**config.mk**
```make
export PLATFORM = sky130hd
export DESIGN_NAME = cla_stream_accumulator
export DESIGN_NICKNAME = d
export VERILOG_FILES = /design/src/rtl/cla_stream_accumulator.sv
export SDC_FILE = /design/constraint.sdc
export NUM_CORES = 1
export LEC_CHECK = 0
export CAP_MARGIN = 20
export CORE_MARGIN = 10
export CORE_UTILIZATION = 24
export CTS_CLUSTER_DIAMETER = 40
export CTS_CLUSTER_SIZE = 28
export DETAILED_ROUTE_END_ITERATION = 7
export GPL_TIMING_DRIVEN = 1
export SYNTH_ARGS = -nofsm -noshare
export SYNTH_HDL_FRONTEND = slang
export SYNTH_SLANG_ARGS = --single-unit
```
**constraint.sdc**
```tcl
create_clock -name clk -period 4.6 [get_ports clk]
set_clock_uncertainty 0.2 [all_clocks]
set_input_delay 0.92 -clock clk [delete_from_list [all_inputs] [get_ports clk]]
set_output_delay 0.92 -clock clk [all_outputs]
set_load 0.02 [all_outputs]
```
**src/rtl/cla_stream_accumulator.sv**
```systemverilog
// Block accumulator for 16-bit unsigned operands built around a two-level 16-bit
// carry-lookahead adder; carry-outs are counted to form the upper result byte.

module cla_group4 (
    input  logic [3:0] a,
    input  logic [3:0] b,
    input  logic       cin,
    output logic [3:0] sum,
    output logic       grp_g,
    output logic       grp_p
);
    logic [3:0] g;
    logic [3:0] p;
    logic [3:0] c;

    assign g = a & b;
    assign p = a ^ b;

    // Every in-group carry is a flat sum of products of g/p and the group carry-in.
    assign c[0] = cin;
    assign c[1] = g[0] | (p[0] & cin);
    assign c[2] = g[1] | (p[1] & g[0]) | (p[1] & p[0] & cin);
    assign c[3] = g[2] | (p[2] & g[1]) | (p[2] & p[1] & g[0]) | (p[2] & p[1] & p[0] & cin);

    assign sum   = p ^ c;
    assign grp_g = g[3] | (p[3] & g[2]) | (p[3] & p[2] & g[1]) | (p[3] & p[2] & p[1] & g[0]);
    assign grp_p = &p;
endmodule

module cla_adder16 (
    input  logic [15:0] a,
    input  logic [15:0] b,
    input  logic        cin,
    output logic [15:0] sum,
    output logic        cout
);
    logic [3:0] gg;
    logic [3:0] gp;
    logic [3:0] gc;

    for (genvar k = 0; k < 4; k++) begin : g_grp
        cla_group4 u_grp (
            .a     (a[4*k +: 4]),
            .b     (b[4*k +: 4]),
            .cin   (gc[k]),
            .sum   (sum[4*k +: 4]),
            .grp_g (gg[k]),
            .grp_p (gp[k])
        );
    end

    // Second lookahead level: group carries come straight from group G/P terms.
    assign gc[0] = cin;
    assign gc[1] = gg[0] | (gp[0] & cin);
    assign gc[2] = gg[1] | (gp[1] & gg[0]) | (gp[1] & gp[0] & cin);
    assign gc[3] = gg[2] | (gp[2] & gg[1]) | (gp[2] & gp[1] & gg[0])
                 | (gp[2] & gp[1] & gp[0] & cin);
    assign cout  = gg[3] | (gp[3] & gg[2]) | (gp[3] & gp[2] & gg[1])
                 | (gp[3] & gp[2] & gp[1] & gg[0])
                 | (gp[3] & gp[2] & gp[1] & gp[0] & cin);
endmodule

module cla_stream_accumulator #(
    parameter int COUNT = 8
) (
    input  logic        clk,
    input  logic        rst_n,
    input  logic        clear,
    input  logic        in_valid,
    output logic        in_ready,
    input  logic [15:0] in_data,
    input  logic        in_last,
    output logic        out_valid,
    input  logic        out_ready,
    output logic [23:0] out_sum,
    output logic [7:0]  out_count
);
    if (COUNT < 1 || COUNT > 255) begin : g_bad_count
        $error("cla_stream_accumulator: COUNT must be in 1..255");
    end

    localparam logic [7:0] COUNT_W = 8'(COUNT);

    typedef enum logic {
        ACCUM = 1'b0,
        DONE  = 1'b1
    } state_t;

    state_t      state;
    state_t      state_next;
    logic [15:0] acc;
    logic [15:0] acc_next;
    logic [7:0]  carry_cnt;
    logic [7:0]  carry_cnt_next;
    logic [7:0]  cnt;
    logic [7:0]  cnt_next;
    logic [15:0] add_sum;
    logic        add_cout;
    logic        closing;

    cla_adder16 u_adder (
        .a    (acc),
        .b    (in_data),
        .cin  (1'b0),
        .sum  (add_sum),
        .cout (add_cout)
    );

    assign closing = ((cnt + 8'd1) == COUNT_W) || in_last;

    always_ff @(posedge clk) begin
        if (!rst_n) begin
            state     <= ACCUM;
            acc       <= 16'd0;
            carry_cnt <= 8'd0;
            cnt       <= 8'd0;
        end else begin
            state     <= state_next;
            acc       <= acc_next;
            carry_cnt <= carry_cnt_next;
            cnt       <= cnt_next;
        end
    end

    // clear outranks both the input beat and the output handshake.
    always_comb begin
        state_next     = state;
        acc_next       = acc;
        carry_cnt_next = carry_cnt;
        cnt_next       = cnt;
        unique case (state)
            ACCUM: begin
                if (clear) begin
                    acc_next       = 16'd0;
                    carry_cnt_next = 8'd0;
                    cnt_next       = 8'd0;
                end else if (in_valid) begin
                    acc_next       = add_sum;
                    carry_cnt_next = carry_cnt + {7'd0, add_cout};
                    cnt_next       = cnt + 8'd1;
                    if (closing) begin
                        state_next = DONE;
                    end
                end
            end
            DONE: begin
                if (clear || out_ready) begin
                    state_next     = ACCUM;
                    acc_next       = 16'd0;
                    carry_cnt_next = 8'd0;
                    cnt_next       = 8'd0;
                end
            end
            default: state_next = ACCUM;
        endcase
    end

    assign in_ready  = (state == ACCUM);
    assign out_valid = (state == DONE);
    assign out_sum   = {carry_cnt, acc};
    assign out_count = cnt;
endmodule

```
==> flow_summary.rst <==
.. list-table::
   :header-rows: 1

   * - Metric
     - Value
   * - Number of placement rows
     - 34
   * - Die height
     - 113 um
   * - Internal Dissipation
     - ~540 uW
   * - Arrival time of the worst setup path
     - 3.80 ns
   * - Root buffer selected by CTS
     - sky130_fd_sc_hd__clkbuf_8
   * - Aggregate negative setup slack
     - 0 ns
   * - Die Wd
     - roughly 110 um
   * - Min-delay worst type
     - register to register
   * - Area fraction of the dominant cell type after synthesis
     - 0.316
   * - H-tree levels
     - 2
   * - Final estimated routing congestion in global placement
     - 0.807
   * - Count of mapped cells out of synthesis
     - 240
   * - Number of flops mapped to enable cells by yosys
     - 0
   * - Flip-flop cell with the highest count after synthesis
     - sky130_fd_sc_hd__dfxtp_1
   * - Overall die area
     - 12900 sq um
   * - Starting density of the core
     - 0.244
   * - Sequential-to-total area share from yosys stat
     - 0.316
   * - RSZ-0062 raised after global routing
     - false
   * - WS Path Type
     - input port to register
   * - Clock tree sinks
     - 33
   * - Post-synthesis area per instance
     - around 8.7 sq um
   * - Number of inserted diodes
     - 0
   * - Max_slew headroom
     - 0.639
   * - Critical path fanouts, max
     - 3
   * - Vias per cell
     - 4.78
   * - Clk network pwr share
     - 0.394
   * - Number of distinct library cells after synthesis
     - 48
   * - Worst Hold Margin
     - roughly 0.28 ns
   * - Total congestion overflow after global routing
     - 0
   * - Synth-to-layout area growth
     - 37.4%
   * - Async SR Flop Fraction
     - 0
   * - Endpoint required time on the critical path
     - 4.61 ns
   * - Power per cell area
     - 252 nW/um^2
   * - Clock-pin slew on the worst setup and hold paths
     - 0.08 ns
   * - Count of final max-slew check failures
     - 0
   * - Count of nets left with antenna violations after detail routing
     - 0
   * - DRC violations left
     - 0
   * - Detailed Place HPWL
     - 4540 um
   * - Leakage power
     - 0.00109 uW
   * - Deepest clock path buffer count
     - 2
   * - Maximum clock rate
     - ~260 MHz
   * - Clock tree from TritonCTS
     - yes
   * - Part of the total power dissipated in sequential elements
     - 0.415
   * - Crit share post-route
     - 0.824
   * - Largest net degree at the start of global routing
     - 22
   * - Total iterations of the first detailed-routing run
     - 4
   * - Number of maximum-capacitance violations
     - 0
   * - Outcome
     - finished, final reports clean
   * - Switching power of the nets
     - roughly 190 uW
   * - Std-Cell Core Area
     - 8590 sq um
   * - Endpoint type of the worst setup path
     - register
   * - Routed WL per cell
     - 14.4 um
   * - Utilization of the core after routing
     - 0.335
   * - Number of gates resized after cts
     - 0
   * - Latest clock arrival within the worst-skew pair
     - roughly 0.29 ns
   * - Worst Max-Slew Pin Slew
     - roughly 0.54 ns
   * - Fraction of power spent switching nets
     - 0.261
   * - Number of failing setup endpoints in the final timing report
     - 0
   * - Critical Path Source Type
     - input port
   * - Post-Route WL
     - about 5800 um
   * - Total GRT Usage
     - 0.0935
   * - Synthesized area
     - 2090 sq um
   * - Initial antenna violation count
     - 0
   * - Number of buffer cells added on primary ports
     - 55
   * - Post-CTS setup buffer count
     - 0
   * - Syn_nets
     - 285
   * - CTS Buf Count
     - 5
   * - Area after detailed placement
     - 2760 sq um
   * - Cell taking the most area after synthesis
     - sky130_fd_sc_hd__dfxtp_1
   * - Number of buffers inserted for hold repair after clock tree synthesis
     - 0
   * - Synth Warn #
     - 0
   * - Final net count
     - around 340
   * - Layout Cell Area excl Fill
     - 2880 sq um
   * - Violation count after the first detailed-route iteration
     - 46
   * - Top cells by area in the synthesized netlist
     - sky130_fd_sc_hd__dfxtp_1 32%, sky130_fd_sc_hd__ha_1 11%, sky130_fd_sc_hd__nor2b_1 5.7%
   * - Worst voltage drop across the vdd grid
     - ~160 uV
   * - Via count of the routed design
     - 1934
   * - Number of synthesized register bits
     - 33
   * - Number of ports placed on the die boundary
     - 56
   * - Number of global-route vias before repair
     - 2003
   * - Endpoints failing hold
     - 0
   * - Combinational cell fraction of total power
     - 0.191
   * - Final min period
     - 3.79 ns
   * - Wire length of the first global-routing pass
     - ~9900 um
   * - Ratio of cells with drive above 1 in the final layout
     - 0.0707
==> layout make-up <==
| class | count | area (sq um) |
|---|---|---|
| multi-input cells | 197 | 1390 |
| clock buffers | 7 | 86.3 |
| repair buffers | 57 | 566 |
| well taps | 108 | 135 |
| fillers | 919 | 5720 |
| clock inverters | 1 | 30.0 |
| flip-flops and latches | 33 | 661 |
| inverters | 2 | 7.51 |
==> worst paths after layout <==
path / startpoint / to / slack, ns / cells after the start
setup / recovery: in_data[8] / carry_cnt[6]$_SDFFE_PN0P_ / 0.81 / 14
hold / removal: acc[11]$_SDFFE_PN0P_ / acc[11]$_SDFFE_PN0P_ / 0.28 / 2
setup reg to reg: acc[10]$_SDFFE_PN0P_ / carry_cnt[6]$_SDFFE_PN0P_ / 1.53 / 13
hold reg to reg: acc[11]$_SDFFE_PN0P_ / acc[11]$_SDFFE_PN0P_ / 0.28 / 2
==> synth_stat cells (4+ instances only) <==
| master | n |
|---|---|
| sky130_fd_sc_hd__xor2_1 | 11 |
| sky130_fd_sc_hd__buf_2 | 4 |
| sky130_fd_sc_hd__fa_1 | 4 |
| sky130_fd_sc_hd__nand3_1 | 9 |
| sky130_fd_sc_hd__ha_1 | 19 |
| sky130_fd_sc_hd__nor2b_1 | 19 |
| sky130_fd_sc_hd__nor2_1 | 16 |
| sky130_fd_sc_hd__nor3_1 | 6 |
| sky130_fd_sc_hd__a21oi_1 | 12 |
| sky130_fd_sc_hd__clkbuf_1 | 4 |
| sky130_fd_sc_hd__dfxtp_1 | 33 |
| sky130_fd_sc_hd__a22oi_1 | 15 |
| sky130_fd_sc_hd__o21ai_0 | 15 |
| sky130_fd_sc_hd__nand2_1 | 23 |
| sky130_fd_sc_hd__nand4_1 | 4 |
==> through the flow <==
stage	setup slack (ns)	instances	power, uW
floorplan	1.24	240	391
global placement	0.578	397	445
detailed placement	0.527	397	448
CTS	0.816	405	738
global route	0.493	405	769
finish	0.807	405	726
==> kinds of logic after synthesis <==
group,share of synthesized area
xor gates and xnor gates,0.0586
and+or+nand+nor,0.243
DFF,0.316
adders and majority gates,0.152
AOI/OAI and AO/OA,0.206
buffers and inverters,0.0203
muxes,0.00478
==> metal layers <==
metal / vias up / wire (um) / GRT usage
met5: - / 0 / 0
met4: 0 / 112 / 0.0431
met3: 9 / 331 / 0.0289
met2: 52 / 2880 / 0.160
met1: 897 / 2520 / 0.104
li1: 976 / - / -
==> cell usage in the layout (no fill, tap or decap), drive strengths merged, types with 2 or more instances in the layout <==
cell type / instances
a211oi: 2
a21boi: 2
a21oi: 13
a22oi: 15
a31oi: 3
and2: 2
and3: 3
buf: 2
clkbuf: 7
clkdlybuf4s50: 55
dfxtp: 33
fa: 4
ha: 19
inv: 2
nand2: 24
nand2b: 2
nand3: 9
nand3b: 3
nand4: 4
nor2: 17
nor2b: 19
nor3: 7
o21a: 2
o21ai: 19
o21bai: 2
or3: 2
xnor2: 3
xor2: 11
==> registers in the layout, indices dropped and copies added, names as in the netlist <==
name and cells:
out_count 8, carry_cnt 8, acc 16, out_valid 1
==> power groups by stage <==
| stage | registers, uW | clock network (uW) | logic (uW) |
|---|---|---|---|
| floorplan | 316 | 0 | 75.1 |
| global placement | 307 | 0 | 138 |
| detailed placement | 308 | 0 | 140 |
| CTS | 301 | 296 | 141 |
| global route | 302 | 311 | 156 |
| finish | 301 | 286 | 139 |
==> critical path, stage by stage <==
cell                              delay, ns
sky130_fd_sc_hd__clkdlybuf4s50_1       0.45
sky130_fd_sc_hd__ha_1                  0.32
sky130_fd_sc_hd__nand4_1               0.17
sky130_fd_sc_hd__o21bai_2              0.24
sky130_fd_sc_hd__nor3_1                0.09
sky130_fd_sc_hd__a211oi_2              0.27
sky130_fd_sc_hd__nor2_1                0.11
sky130_fd_sc_hd__o21bai_1              0.15
sky130_fd_sc_hd__a21o_1                0.13
sky130_fd_sc_hd__ha_1                  0.17
sky130_fd_sc_hd__ha_1                  0.19
sky130_fd_sc_hd__nand2_1               0.09
sky130_fd_sc_hd__or3_1                 0.36
sky130_fd_sc_hd__a21oi_1               0.14
Power figures use the tool's default switching activity.
